<file path="src/rtl/binarization_output.sv">
// rtl/binarization_output.sv - bipolar popcount accumulator with scaled, saturated multi-bit output
module binarization_output #(
    parameter int KERNEL_SIZE = 9,
    parameter int CHANNEL_CNT = 8,
    parameter int BIT_WIDTH   = 8,
    parameter int BEATS       = 4,
    parameter int SHIFT       = 0
) (
    input  logic                             clk,
    input  logic                             rst,
    input  logic                             in_valid,
    output logic                             in_ready,
    input  logic [KERNEL_SIZE*CHANNEL_CNT-1:0] in_bits,
    output logic                             out_valid,
    input  logic                             out_ready,
    output logic [KERNEL_SIZE*BIT_WIDTH-1:0] out_value,
    output logic [KERNEL_SIZE-1:0]           out_sat
);

    localparam int AW  = $clog2(CHANNEL_CNT * BEATS) + 2;
    localparam int CW  = ((AW > BIT_WIDTH) ? AW : BIT_WIDTH) + 1;
    localparam int BCW = (BEATS > 1) ? $clog2(BEATS) : 1;
    localparam logic [BCW-1:0]       LAST_BEAT = BCW'(BEATS - 1);
    localparam logic signed [CW-1:0] SAT_MAX   = CW'((2 ** (BIT_WIDTH - 1)) - 1);
    localparam logic signed [CW-1:0] SAT_MIN   = CW'(-(2 ** (BIT_WIDTH - 1)));

    typedef enum logic {EMPTY, FULL} state_t;

    state_t                state, state_next;
    logic [BCW-1:0]        beat_cnt;
    logic signed [AW-1:0]  acc [KERNEL_SIZE];
    logic signed [AW-1:0]  sum [KERNEL_SIZE];
    logic [AW-1:0]         pop;
    logic signed [CW-1:0]  scaled;
    logic [KERNEL_SIZE*BIT_WIDTH-1:0] clip_value;
    logic [KERNEL_SIZE-1:0]           clip_sat;
    logic                  last_beat, accept, final_accept;

    assign last_beat    = (beat_cnt == LAST_BEAT);
    // Only the frame-closing beat needs the output register, so only it waits on the consumer.
    assign in_ready     = !rst && !(last_beat && out_valid && !out_ready);
    assign accept       = in_valid && in_ready;
    assign final_accept = accept && last_beat;
    assign out_valid    = (state == FULL);

    always_comb begin
        pop        = '0;
        scaled     = '0;
        clip_value = '0;
        clip_sat   = '0;
        for (int i = 0; i < KERNEL_SIZE; i++) begin
            pop = '0;
            for (int j = 0; j < CHANNEL_CNT; j++) begin
                pop = pop + AW'(in_bits[i*CHANNEL_CNT + j]);
            end
            sum[i] = acc[i] + (pop << 1) - AW'(CHANNEL_CNT);
            scaled = CW'(sum[i]) >>> SHIFT;
            if (scaled > SAT_MAX) begin
                clip_value[i*BIT_WIDTH +: BIT_WIDTH] = SAT_MAX[BIT_WIDTH-1:0];
                clip_sat[i] = 1'b1;
            end else if (scaled < SAT_MIN) begin
                clip_value[i*BIT_WIDTH +: BIT_WIDTH] = SAT_MIN[BIT_WIDTH-1:0];
                clip_sat[i] = 1'b1;
            end else begin
                clip_value[i*BIT_WIDTH +: BIT_WIDTH] = scaled[BIT_WIDTH-1:0];
            end
        end
    end

    always_comb begin
        state_next = state;
        case (state)
            EMPTY: if (final_accept) state_next = FULL;
            FULL:  if (out_ready && !final_accept) state_next = EMPTY;
            default: state_next = EMPTY;
        endcase
    end

    always_ff @(posedge clk or posedge rst) begin
        if (rst) begin
            state     <= EMPTY;
            beat_cnt  <= '0;
            out_value <= '0;
            out_sat   <= '0;
            for (int i = 0; i < KERNEL_SIZE; i++) begin
                acc[i] <= '0;
            end
        end else begin
            state <= state_next;
            if (accept) begin
                beat_cnt <= last_beat ? '0 : beat_cnt + 1'b1;
                for (int i = 0; i < KERNEL_SIZE; i++) begin
                    acc[i] <= last_beat ? '0 : sum[i];
                end
            end
            if (final_accept) begin
                out_value <= clip_value;
                out_sat   <= clip_sat;
            end
        end
    end

endmodule

</file>
<file path="config.mk">
export PLATFORM = sky130hd
export DESIGN_NAME = binarization_output
export DESIGN_NICKNAME = d
export VERILOG_FILES = /design/src/rtl/binarization_output.sv
export SDC_FILE = /design/constraint.sdc
export NUM_CORES = 1
export LEC_CHECK = 0
export CAP_MARGIN = 25
export CORE_MARGIN = 2
export CORE_UTILIZATION = 43
export DETAILED_ROUTE_END_ITERATION = 6
export GPL_TIMING_DRIVEN = 0
export PLACE_DENSITY_LB_ADDON = 0.08
export REMOVE_ABC_BUFFERS = 1
export SYNTH_ARGS = -nofsm -noshare
export SYNTH_HDL_FRONTEND = slang
export SYNTH_SLANG_ARGS = --single-unit
</file>
<file path="constraint.sdc">
create_clock -name clk -period 6.2 [get_ports clk]
set_input_delay 0.62 -clock clk [delete_from_list [all_inputs] [get_ports clk]]
set_output_delay 0.62 -clock clk [all_outputs]
set_load 0.005 [all_outputs]
</file>
==> impl_summary.md <==
Synth
After Yosys synthesis, and, or, nand and nor cells account for 9.94% of the synthesized area. The cell count after synthesis is between 800 and 900. In the post-synthesis netlist, the biggest area contributors are dfrtp_1, ha_1, fa_1. The number of distinct library cells after synthesis is 34.

Yosys instantiated no cell more often than inv_1. The commonest cells after synthesis are inv_1, dfrtp_1, nand2_1. The post-synthesis adder-cell area fraction is 24.7%. The most used flip-flop cell after synthesis is dfrtp_1. The combinational family with the most area after synthesis is adder cells. The count of synthesis-stage warnings from yosys is 0.

The fraction of synthesized cell area in xor and xnor cells is around 5.5%. The biggest area consumer among synthesized cells is dfrtp_1. After synthesis the netlist holds a flip-flop and latch count of 120. The compound-cell area share of the yosys netlist is around 10%.

The portion of synthesized area spent on multiplexers is 3.84%. After synthesis the cells add up to 8700 um^2. Each instance of the synthesized netlist takes up on average between 9 and 10 um^2. Counting flops with an async set or reset pin after synthesis yields a share of 100%. Yosys mapped a number of flops with a built-in enable equal to 0.

The portion of the post-synthesis area used by sequential elements is between 30% and 40%. The proportion of netlist area held by the largest area contributor is 34.5%.

Power and ir drop
For this design the ratio of total power to cell area is approximately 490 nW/um^2. Across the VDD grid, the largest voltage drop is roughly 0.00022 V. For this design the static power due to leakage is 5.51 nW.

Setup path
The startpoint identified for the worst register-to-register timing path is beat_cnt[0]$_DFFE_PP0P_. Of all nets on the critical path, the largest fanout is 2. The critical path endpoint category is a flip-flop. The worst register-to-register path has a setup slack of around 2.9 ns.

The data required time at the worst endpoint is ~6.5 ns. The timing startpoint of the critical path is in_bits[48]. The worst reg-to-reg path cell count is 5. The start-to-end type of the worst setup path is primary input to flip-flop. At the worst endpoint, the arrival time is roughly 5.0 ns.

The worst reg2reg path endpoint is beat_cnt[1]$_DFFE_PP0P_. The startpoint type of the worst setup path is a primary input.

Drt
Dividing the detail-routed via count by the number of cells gives approximately 4.7. The routed via count is 6065. The wire length after detailed routing is about 16000 um. The number of detailed-route iterations in the first pass is 4. The detailed router finished its first iteration with between 150 and 200 violations. The post-route antenna net violation count is 0. For this run, design rule violations remaining after detail routing come to 0. Dividing the detail-routed wire length by the instance count gives between 10 and 15 um.

Layout
The number of antenna repair diodes is 0. Relative to the synthesized area, the layout overhead comes to 25.7%. The final cell utilization of the core is between 50 and 60%. The multi-input combinational cells in the finished layout cover a total of 4810 um^2. Cells with a size suffix above 1 make up ~5.5% of the layout. The count of nets after finishing is between 1000 and 1500. The final instance area is around 11000 um^2.

The filler cells instantiated in the layout total about 1900. The sequential cell area is approximately 3000 um^2.

Hold path
The tightest min-delay check is of the flip-flop to flip-flop type. The worst min-delay path startpoint is acc[39]$_DFFE_PP0P_. The hold path depth is 2. The worst hold path terminates at acc[39]$_DFFE_PP0P_.

Placed design
The total placed instance area is slightly above 10000 um^2. Timing analysis after detailed placement gives a worst setup slack of between 1 and 1.5 ns. The number of port buffers is 140.

Once detailed placement completed, the half-perimeter wirelength came to 11800 um. The final weighted congestion in routability-driven placement is about 0.75.

Flow run
The tool flagged a number of max-cap violations equal to 0.

GRT
The via count of the first global-routing pass is around 6100. The initial antenna violation count was 0. The first global-routing pass estimated between 20000 and 30000 um of wire. The overall track demand over capacity in global routing is 16.6%. The global-route congestion overflow total is 0. The pin count of the biggest net entering global routing is 73.

STA
The count of final max-slew check failures was 0. For the final database, setup skew stands at approximately 0.0085 ns. The slew at the pin with the worst max-slew slack is 0.883 ns. In the final timing run, aggregate negative setup slack is 0 ns. In this run the tightest slew margin relative to its limit is between 40% and 50%.

The top achievable clock speed is ~210 MHz. The final hold slack is 0.472 ns. The time the worst path needs with I/O delays and setup is 4.74 ns.

Setup repair after global routing left no endpoint under its margin. The final setup violation count is 0. The number of failing hold endpoints at the final stage is 0. The final critical path takes up 76.4% of the cycle. The setup slack of the critical path after layout is 1.46 ns.

Clock network
The clock-pin slew on the worst setup and hold paths is roughly 0.050 ns. CTS placed an instance of clkbuf_16 at the clock tree root. TritonCTS built the clock tree. The number of buffers inserted for hold repair after clock tree synthesis is 0. The number of buffers added by the clock tree synthesis step is 17.

The clock network latency to the later pin of the worst-skew pair is about 0.42 ns. The post-cts sizing count is 0. The post-CTS repair timing setup buffer count is 0.

The clock passes through at most 2 buffers. The H-tree depth is 4. The clock net in this run drives a total of 120 sinks.

Floorplan
Measured along the y axis, the die boundary spans roughly 150 um. The starting utilization of the core area is 43.4%. The width of the chip is between 100 and 150 um. The die covers about 21000 um^2. For this design the top-level I/O count stands at between 150 and 200. In this run the core area contains 52 standard-cell rows. The placeable core area is roughly 20000 um^2.

Outcome
The flow ran to the end, and the final reports show no timing, DRC or antenna violations.
==> stage by stage <==
step	cells	total power [mW]
4_1_cts	1302	5.49
3_5_place_dp	1271	4.39
3_3_place_gp	1268	4.34
5_1_grt	1302	5.98
2_1_floorplan	858	3.40
6_report	1302	5.38
==> critical path, stage by stage <==
cell             delay (ns)
clkdlybuf4s50_1        0.45
inv_1                  0.05
fa_1                   0.55
fa_1                   0.43
fa_1                   0.50
inv_1                  0.05
ha_1                   0.19
fa_1                   0.45
ha_1                   0.29
ha_1                   0.17
inv_1                  0.05
fa_1                   0.39
nand2b_1               0.17
a2111oi_0              0.52
a221oi_2               0.06
o41ai_1                0.09
==> registers in the layout, indices dropped and copies added, names as in the netlist <==
| name | flops |
|---|---|
| acc | 54 |
| beat_cnt | 2 |
| out_valid | 1 |
| out_value | 63 |
==> cell usage in the layout, fill, tap and decap left out, types with 2 or more instances in the layout <==
| master | count |
|---|---|
| o31ai_1 | 28 |
| nand2_1 | 110 |
| clkinvlp_4 | 5 |
| ha_1 | 99 |
| xnor3_1 | 9 |
| o2bb2ai_1 | 8 |
| nor4_1 | 16 |
| conb_1 | 18 |
| nor3b_1 | 8 |
| a21oi_1 | 9 |
| clkbuf_16 | 17 |
| buf_16 | 3 |
| bufinv_16 | 4 |
| o21ai_0 | 63 |
| o211ai_1 | 4 |
| xnor2_1 | 14 |
| nand2b_1 | 34 |
| clkdlybuf4s50_1 | 140 |
| clkinv_2 | 2 |
| inv_1 | 180 |
| mux2i_1 | 12 |
| nor2_1 | 12 |
| xor2_1 | 18 |
| mux2_2 | 19 |
| dfrtp_1 | 120 |
| a21o_1 | 19 |
| fa_1 | 45 |
| o221ai_1 | 4 |
==> how the worst max path moves through the flow <==
| stage | to | slack, ns |
|---|---|---|
| 3_5_place_dp | acc[20]$_DFFE_PP0P_ | 1.07 |
| 5_1_grt | acc[20]$_DFFE_PP0P_ | 1.30 |
| 6_report | acc[20]$_DFFE_PP0P_ | 1.46 |
| 4_1_cts | acc[20]$_DFFE_PP0P_ | 1.43 |
| 2_1_floorplan | out_value[10]$_DFFE_PP0P_ | 1.55 |
| 3_3_place_gp | out_value[2]$_DFFE_PP0P_ | -1.76 |
==> power breakdown <==
part	internal [mW]	leakage, nW	switching (mW)
clock network	0.680	0.287	0.377
registers	1.15	1.49	0.238
logic	1.52	3.73	1.41
==> layer usage <==
metal / vias to the layer above / share of wire [%] / track usage [%] / routed length (um)
met1: 2847 / 47 / 21.0 / 7710
li1: 3105 / - / - / -
met2: 97 / 48 / 28.6 / 7900
met5: - / 0 / 0 / 0
met4: 0 / 1.4 / 4.90 / 225
met3: 16 / 3.9 / 3.91 / 645
==> area by class of cell <==
cell class              instances  area share (%)
clock buffers                  19            4.05
clock inverters                12            1.61
inverters                     181            6.26
multi-input cells             557            44.0
flip-flops and latches        120            27.5
well taps                     270            3.09
repair buffers                143            13.6
==> cell families after synthesis <==
family | Yosys count
other | 1
AOI/OAI and AO/OA | 138
muxes | 31
xor gates and xnor gates | 41
adders and majority gates | 145
and+or+nand+nor | 184
DFF | 120
buffers and inverters | 233
No activity file was read; power rests on OpenSTA's default activity.
